$ cat src/rtl/gs_div_ctrl.sv
// ---------------------------------------------------------------------------
// gs_div_ctrl
//
// Purpose:
//   Sequencer for a two-stage Goldschmidt division datapath. The datapath has
//   two stages: the K generator / operand select stage, and the CSAM multiply
//   plus RNE round stage.
//   On an accepted start it latches the dividend, the divisor and the initial
//   reciprocal approximation. It then alternates D and N phases for ITERS
//   iterations, feeding the previous products back in as the new operands.
//   After a two-cycle drain it captures the rounded quotient and raises a
//   one-cycle done pulse. The block does no arithmetic itself: the datapath
//   forms K = 2 - D*K from the fed-back product.
//
// Parameters:
//   ITERS          number of Goldschmidt iterations (1..7)
//   WIDTH          operand/result width, must match the datapath
//
// Ports:
//   i_clk          clock, rising edge
//   i_reset        asynchronous reset, active low
//   i_start        request, sampled only while o_busy = 0
//   i_n_in         dividend, latched on an accepted start
//   i_d_in         divisor, latched on an accepted start
//   i_ia_in        initial reciprocal approximation, latched on an accepted start
//   o_busy         high while a division is in flight
//   o_done         one-cycle pulse, o_q valid from this cycle
//   o_q            quotient, held until the next capture
//   o_dp_k_select  datapath kSelect  (0 = IA, 1 = 2 - previous result)
//   o_dp_nd_select datapath ndSelect (0 = D and K loads, 1 = N and K holds)
//   o_dp_n/o_dp_d  datapath N / D operands
//   o_dp_ia        datapath IA operand (the latched approximation)
//   i_dp_result    datapath result (2-cycle latency)
//   o_dz           divide-by-zero flag (only with GS_DIVZERO_EN)
//
// Build option:
//   GS_DIVZERO_EN  when defined, a start with i_d_in = 0 completes at once.
//                  It returns q = all ones and raises o_dz.
// ---------------------------------------------------------------------------
module gs_div_ctrl #(
  parameter int ITERS = 3,
  parameter int WIDTH = 16
) (
  input  logic             i_clk,
  input  logic             i_reset,
  input  logic             i_start,
  input  logic [WIDTH-1:0] i_n_in,
  input  logic [WIDTH-1:0] i_d_in,
  input  logic [WIDTH-1:0] i_ia_in,
  output logic             o_busy,
  output logic             o_done,
  output logic [WIDTH-1:0] o_q,
  output logic             o_dp_k_select,
  output logic             o_dp_nd_select,
  output logic [WIDTH-1:0] o_dp_n,
  output logic [WIDTH-1:0] o_dp_d,
  output logic [WIDTH-1:0] o_dp_ia,
  input  logic [WIDTH-1:0] i_dp_result
`ifdef GS_DIVZERO_EN
  ,
  output logic             o_dz
`endif
);

  typedef enum logic [1:0] {
    S_IDLE  = 2'd0,
    S_ITER  = 2'd1,
    S_DRAIN = 2'd2
  } state_t;

  localparam logic [2:0] LAST_I = 3'(ITERS - 1);

  state_t           r_state, w_state_next;
  logic             r_phase, w_phase_next;   // 0 = D phase, 1 = N phase
  logic [2:0]       r_i, w_i_next;           // iteration counter
  logic             r_drain, w_drain_next;   // drain cycle counter
  logic [WIDTH-1:0] r_n, w_n_next;
  logic [WIDTH-1:0] r_d, w_d_next;
  logic [WIDTH-1:0] r_ia, w_ia_next;
  logic [WIDTH-1:0] r_q, w_q_next;
  logic             r_done, w_done_next;
`ifdef GS_DIVZERO_EN
  logic             r_dz, w_dz_next;
`endif

  always_ff @(posedge i_clk or negedge i_reset) begin
    if (!i_reset) begin
      r_state <= S_IDLE;
      r_phase <= 1'b0;
      r_i     <= 3'd0;
      r_drain <= 1'b0;
      r_n     <= '0;
      r_d     <= '0;
      r_ia    <= '0;
      r_q     <= '0;
      r_done  <= 1'b0;
`ifdef GS_DIVZERO_EN
      r_dz    <= 1'b0;
`endif
    end else begin
      r_state <= w_state_next;
      r_phase <= w_phase_next;
      r_i     <= w_i_next;
      r_drain <= w_drain_next;
      r_n     <= w_n_next;
      r_d     <= w_d_next;
      r_ia    <= w_ia_next;
      r_q     <= w_q_next;
      r_done  <= w_done_next;
`ifdef GS_DIVZERO_EN
      r_dz    <= w_dz_next;
`endif
    end
  end

  always_comb begin
    w_state_next   = r_state;
    w_phase_next   = r_phase;
    w_i_next       = r_i;
    w_drain_next   = r_drain;
    w_n_next       = r_n;
    w_d_next       = r_d;
    w_ia_next      = r_ia;
    w_q_next       = r_q;
    w_done_next    = 1'b0;
`ifdef GS_DIVZERO_EN
    w_dz_next      = r_dz;
`endif
    // Idle/drain default: K register holds, operands show the latched values.
    o_dp_nd_select = 1'b1;
    o_dp_k_select  = 1'b0;
    o_dp_n         = r_n;
    o_dp_d         = r_d;
    o_dp_ia        = r_ia;

    case (r_state)
      S_IDLE: begin
        if (i_start) begin
          w_n_next     = i_n_in;
          w_d_next     = i_d_in;
          w_ia_next    = i_ia_in;
          w_i_next     = 3'd0;
          w_phase_next = 1'b0;
          w_drain_next = 1'b0;
`ifdef GS_DIVZERO_EN
          w_dz_next    = 1'b0;
          if (i_d_in == '0) begin
            // Zero divisor: finish immediately without touching the datapath.
            w_dz_next   = 1'b1;
            w_q_next    = '1;
            w_done_next = 1'b1;
          end else begin
            w_state_next = S_ITER;
          end
`else
          w_state_next = S_ITER;
`endif
        end
      end

      S_ITER: begin
        if (!r_phase) begin
          // D phase: K loads, either from IA (first pass) or from 2 - D*K.
          o_dp_nd_select = 1'b0;
          o_dp_k_select  = (r_i != 3'd0);
          // Bypass: the previous iteration's D*K arrives on dp_result just now.
          if (r_i != 3'd0) begin
            o_dp_d = i_dp_result;
          end
          w_phase_next = 1'b1;
        end else begin
          // N phase: K holds; the previous iteration's N*K is on dp_result.
          if (r_i != 3'd0) begin
            o_dp_n = i_dp_result;
          end
          w_phase_next = 1'b0;
          w_i_next     = r_i + 3'd1;
          if (r_i == LAST_I) begin
            w_state_next = S_DRAIN;
            w_drain_next = 1'b0;
          end
        end
      end

      S_DRAIN: begin
        // The last N*K leaves the two-stage datapath on the second cycle.
        w_drain_next = 1'b1;
        if (r_drain) begin
          w_q_next     = i_dp_result;
          w_done_next  = 1'b1;
          w_drain_next = 1'b0;
          w_state_next = S_IDLE;
        end
      end

      default: begin
        w_state_next = S_IDLE;
      end
    endcase
  end

  assign o_busy = (r_state != S_IDLE);
  assign o_done = r_done;
  assign o_q    = r_q;
`ifdef GS_DIVZERO_EN
  assign o_dz   = r_dz;
`endif

endmodule

$ cat config.mk
export PLATFORM = sky130hd
export DESIGN_NAME = gs_div_ctrl
export DESIGN_NICKNAME = d
export VERILOG_FILES = /design/src/rtl/gs_div_ctrl.sv
export SDC_FILE = /design/constraint.sdc
export NUM_CORES = 1
export LEC_CHECK = 0
export ABC_AREA = 1
export CORE_MARGIN = 2
export CORE_UTILIZATION = 46
export CTS_CLUSTER_DIAMETER = 80
export CTS_CLUSTER_SIZE = 16
export DETAILED_ROUTE_END_ITERATION = 6
export GPL_TIMING_DRIVEN = 0
export PLACE_DENSITY = 0.86
export SLEW_MARGIN = 25
export SYNTH_ARGS = -nofsm -noshare
export SYNTH_HDL_FRONTEND = slang
export SYNTH_SLANG_ARGS = --single-unit
$ cat constraint.sdc
create_clock -name i_clk -period 3.5 [get_ports i_clk]
set_clock_uncertainty 0.1 [all_clocks]
set_input_delay 0.7 -clock i_clk [delete_from_list [all_inputs] [get_ports i_clk]]
set_output_delay 0.7 -clock i_clk [all_outputs]
set_load 0.1 [all_outputs]
==> results of run 1 <==
==> cell families after synthesis <==
kind of cell | after synthesis
adder cells (fa/ha/maj) | 3
buffers and inverters | 48
AND/OR/NAND/NOR | 221
AO/OA/AOI/OAI | 53
XOR/XNOR | 1
flip-flops | 72
==> layout by cell type, fill, tap and decap left out, types with 4 or more instances in the layout <==
master           synthesis  layout
clkdlybuf4s50_1          0     100
o21ai_1                 35      35
o21ai_0                 18      18
nand2_1                208     208
dfrtp_1                 72      72
clkbuf_2                 0       4
inv_1                   26      26
nand3_1                  4       4
clkbuf_1                 5       6
buf_4                    4       5
buf_2                    9       9
dlygate4sd2_1            0      26
clkbuf_8                 0       9
==> cell type report <==
type / count / share of cell area (%)
Sequential cell: 72 / 37.2
Buffer: 19 / 2.17
Timing Repair Buffer: 135 / 27.2
Multi-Input combinational cell: 278 / 24.3
Clock buffer: 10 / 2.64
Clock inverter: 6 / 2.22
Inverter: 29 / 2.25
Tap cell: 80 / 2.07
==> flip-flops by register name (all words and copies together), names as in the netlist, 2 cells and up <==
name	flops
o_q	16
r_d	16
r_state	2
o_dp_ia	16
r_i	3
r_n	16
==> worst min-delay path by stage <==
stage	endpoint	cells past startpoint
4_1_cts	o_done$_DFF_PN0_	1
3_5_place_dp	r_d[0]$_DFFE_PN0P_	2
5_1_grt	o_done$_DFF_PN0_	1
6_report	o_done$_DFF_PN0_	1
3_3_place_gp	r_d[4]$_DFFE_PN0P_	2
2_1_floorplan	o_done$_DFF_PN0_	0
==> metrics by stage <==
stage / cells / area [um2] / worst slack [ns] / hold slack, ns
global placement: 612 / 4630 / -0.758 / 0.361
finish: 629 / 4840 / 0.102 / 0.112
global route: 629 / 4840 / 0.00797 / 0.110
detailed placement: 613 / 4660 / 0.148 / 0.365
CTS: 629 / 4850 / 0.0964 / 0.107
floorplan: 398 / 3190 / 0.364 / 0.304
==> metal layers <==
metal / part of all wire, % / vias to the layer above
li1: - / 1513
met1: 40 / 1521
met2: 52 / 121
met3: 6.3 / 10
met4: 1.3 / 0
met5: 0 / -
==> timing repair <==
| item | in CTS | in global routing |
|---|---|---|
| setup endpoints to repair | 33 | 7 |
| cloned | 0 | 0 |
| hold endpoints to repair | 0 | 0 |
| gates resized for setup | 33 | 11 |
==> flow_summary.toml, run 1 <==
[run_status]
outcome = "finished clean"

[logic_synthesis]
synth_top_family_by_area = "simple AND/OR/NAND/NOR gates"
syn_area_um2 = 3190
synthXorXnorAreaFrac_pct = 0.275
synth_compound_area_share_pct = 8.32
synth_edf_count = 0
synthArstFlopShare_pct = 100
yosys_register_bits = 72
synthTopCellsByCount = "nand2_1 (208), dfrtp_1 (72), o21ai_1 (35), inv_1 (26), o21ai_0 (18)"
synthesis.nets = 468
synthAdderAreaFrac_pct = 1.18
yosysSeqAreaShare_pct = 56.5
postSynthAreaPerCell_um2 = 8.01
synth_cells = 398
yosys.area.top_type = "dfrtp_1"
synth.area.top_cells = "dfrtp_1 (56%), nand2_1 (24%), o21ai_1 (5.5%)"
synth-simple-area-share_pct = 27.0
synth_flop_cell = "dfrtp_1"
yosysWarnings = 0
synth.distinct_cells = 19
synthMuxAreaShare_pct = 0
yosysMostFrequentCell = "nand2_1"
netlist.area_leader.share_pct = 56.5

[clock_network]
cts_sinks = 72
ctsHtreeMaxLevel = 3
clk_path_buf_depth = 2
worstSkewPairLatency_ns = 0.34
cts_tree = "done"
numCtsBuffers = 9
cts-root-buf = "clkbuf_8"
clkTransAtPathRegs_ns = 0.08
postCtsHoldBufs = 0
post_cts_buffers = 0

[place]
dp_hpwl_um = 6960
globalplace.congestion = 0.828
io_buffers = 134

[global_routing]
antenna_found_initial = 0
grtUsageTotal_pct = 26.2
grt_pass1_wl_um = 15300
grt-ovfl-total = 0
use_met1_pct = 31.4
grt-busiest-layer = "met2"
grt_pass1_vias = 3270
grt_util_met2_pct = 45.9
grt_max_degree = 56
met3_usage_pct = 5.50

[sta]
finalSetupViolCount = 0
worst-slew-pin-transition_ns = 1.01
timing.final.crit_share_pct = 97.1
slew_headroom_pct = 32.3
final-max-slew-violation-count = 0
finalHoldViolations = 0
tns_ns = 0
max_freq_mhz = 294
rsz0062_at_grt = "no"
layout_min_cycle_time_ns = 3.40

[routing]
drtIter0Drc = 220
drc_errors = 0
routed_wirelength_um = 9580
ant_nets = 0
routedWlPerCell_um = 15.2
via_per_inst = 5.03
vias = 3165
drt_first_pass_iters = 4

[floorplanning]
rows = 30
dieArea_um2 = 7620
core_um2 = 6760
start_util_pct = 47.2
die_w_um = 87.3
ios = 135
die_y_um = 87.3

[setup_path]
worstPathMaxFanout = 10
rrSetupSlack_ns = 1.91
crit_family = "buffers and inverters"
crit_required_ns = 2.70
critPathLaunch = "r_i[0]$_DFFE_PN0P_"
r2r_cells = 3
cp.buffers_inverters = 3
crit_chain = "inv_1, ha_1, nand2_1, nand3_2, buf_2, nand2_1, o21ai_1, dlygate4sd2_1"
critPathLaunchType = "flop"
crit_path_end_kind = "output pin"
r2r-end = "o_q[0]$_DFFE_PN0P_"
crit_type = "reg -> out"
arrival_ns = 2.60
path_depth = 8
crit_path_end = "o_dp_d[6]"
r2r_start = "r_state[1]$_DFFE_PN0P_"
path_common_cell = "nand2_1"
critical-path-max-stage-delay_ns = 0.87
slowest_stage = "dlygate4sd2_1"

[finish]
layout-drive-gt1-share_pct = 8.01
multi_input_area_um2 = 1170
nets = 614
num_antenna_cells = 0
regArea_um2 = 1800
fillers = 536
utilization_pct = 71.6
syn2layout_area_growth_pct = 51.7

[flow_run]
drv_cap = 0

[min_path]
min_path_type = "in -> async"
Power of run 1 is left out: the tool's default activity adds up to more than one toggle a clock period on the data nets, which glitch-free logic cannot reach.
==> run 2: changes to the inputs <==
--- a/config.mk
+++ b/config.mk
@@ -6,6 +6,7 @@
 export NUM_CORES = 1
 export LEC_CHECK = 0
 export ABC_AREA = 1
+export CORE_ASPECT_RATIO = 0.6
 export CORE_MARGIN = 2
 export CORE_UTILIZATION = 46
 export CTS_CLUSTER_DIAMETER = 80
==> run 2 against run 1 <==
Count of clock-buffer cells in the layout did not move. Core utilization rose by 2.4 points. Routed wire length decreased by 0.57%. Flip-flop and latch count is the same. Worst hold slack improved by 0.061 ns. Maximum frequency is 0.35% higher. First-iteration DRC count increased by 11%. Die area grew 0.29%. Critical path depth unchanged. Sequential share of layout area is 0.93 points lower. Global-route usage is essentially flat. Cell count rose by 1.1%. Critical path type unchanged. Largest cell class unchanged. Highest routed layer unchanged.
==> flow_summary.toml, run 2 (synthesis results as in run 1) <==
[place]
place_area_um2 = 4660
dp_hpwl_um = 6910
globalplace.congestion = 0.893
io_buffers = 134

[routing]
ant_nets = 0
drt_first_pass_iters = 5
drc_errors = 0
routed_wirelength_um = 9530
via_per_inst = 4.99
routedWlPerCell_um = 15.0
drtIter0Drc = 245
vias = 3175

[floorplanning]
core_um2 = 6710
die_y_um = 68.5
ios = 135
rows = 23
die_w_um = 111
dieArea_um2 = 7640
start_util_pct = 47.6

[run_status]
outcome = "finished clean"

[finish]
design_area_um2 = 4960
num_antenna_cells = 0
layout_common_cells = "nand2_1 (208), clkdlybuf4s50_1 (100), dfrtp_1 (72)"
fillers = 538
layout-drive-gt1-share_pct = 7.29
syn2layout_area_growth_pct = 55.6
final_common_cell = "nand2_1"
nets = 614

[setup_path]
path_depth = 8
r2r_cells = 4
crit_chain = "inv_1, ha_1, nand2_1, nand3_2, buf_2, nand2_1, o21ai_1, clkdlybuf4s15_1"
crit_required_ns = 2.70
critPathLaunchType = "flop"
critical-path-max-stage-delay_ns = 0.83
slowest_stage = "clkdlybuf4s15_1"
crit_family = "buffers and inverters"
path_common_cell = "nand2_1"
worstPathMaxFanout = 10
crit_type = "reg -> out"
arrival_ns = 2.59
crit_path_end_kind = "output pin"
cp.buffers_inverters = 3

[clock_network]
cts_tree = "done"
clkTransAtPathRegs_ns = 0.06
cts_sinks = 72
cts-root-buf = "clkbuf_16"
worstSkewPairLatency_ns = 0.33
post_cts_buffers = 0
clk_path_buf_depth = 2
ctsHtreeMaxLevel = 3
postCtsHoldBufs = 0
ctsResizeCount = 33
numCtsBuffers = 9

[global_routing]
grt_pass1_wl_um = 15400
antenna_found_initial = 0
grtUsageTotal_pct = 26.2
grt-ovfl-total = 0
grt_pass1_vias = 3189
grt_max_degree = 49

[sta]
finalSetupViolCount = 0
slew_headroom_pct = 31.8
layout_min_cycle_time_ns = 3.39
final-max-slew-violation-count = 0
max_freq_mhz = 295
rsz0062_at_grt = "no"
timing.final.crit_share_pct = 96.7
finalHoldViolations = 0
worst-slew-pin-transition_ns = 1.02

[min_path]
min_path_type = "in -> async"

[flow_run]
drv_cap = 0
run 2: cell types whose count changed in the layout (fill, tap and decap cells not counted):
cell / before / now
clkbuf_16: 0 / 9
clkbuf_2: 4 / 0
clkbuf_8: 9 / 0
clkdlybuf4s15_1: 3 / 2
dlygate4sd2_1: 26 / 31
run 2: stage by stage:
| stage | hold WS [ns] | cells | setup TNS [ns] | utilization, % | worst slack (ns) |
|---|---|---|---|---|---|
| floorplan | 0.304 | 398 | 0 | - | 0.364 |
| global placement | 0.362 | 619 | -51.24 | 69.2 | -0.717 |
| detailed placement | 0.366 | 620 | 0 | 69.6 | 0.133 |
| CTS | 0.177 | 636 | 0 | 74.0 | 0.0900 |
| global route | 0.191 | 636 | 0 | 74.0 | 0.00394 |
| finish | 0.173 | 636 | 0 | 74.0 | 0.114 |
run 2: cell type report:
| cell class | instances | area, um2 | area share (%) |
|---|---|---|---|
| flip-flops and latches | 72 | 1800 | 36.3 |
| repair buffers | 135 | 1330 | 26.8 |
| multi-input cells | 278 | 1170 | 23.7 |
| clock buffers | 10 | 229 | 4.61 |
| inverters | 29 | 109 | 2.19 |
| well taps | 87 | 109 | 2.19 |
| clock inverters | 6 | 108 | 2.17 |
| plain buffers | 19 | 105 | 2.12 |
run 2: final timing paths:
| path | endpoint | startpoint | slack [ns] |
|---|---|---|---|
| min in group i_clk | r_d[13]$_DFFE_PN0P_ | r_d[13]$_DFFE_PN0P_ | 0.38 |
| max in group asynchronous | o_dp_ia[5]$_DFFE_PN0P_ | i_reset | 2.58 |
| worst min register to register | r_d[13]$_DFFE_PN0P_ | r_d[13]$_DFFE_PN0P_ | 0.38 |
| worst max-delay path | o_dp_d[7] | r_i[0]$_DFFE_PN0P_ | 0.11 |
| worst min-delay path | o_dp_ia[15]$_DFFE_PN0P_ | i_reset | 0.17 |
| worst max register to register | o_q[5]$_DFFE_PN0P_ | r_state[1]$_DFFE_PN0P_ | 1.89 |
run 2: metal layers:
layer  global-route usage, %  part of all wire, %  vias up
li1                        -                    -     1514
met1                    32.1                   42     1501
met2                    43.8                   46      146
met3                    10.4                   11       14
met4                    8.80                  1.2        0
met5                       0                    0        -
Power of run 2 is left out for the same reason.
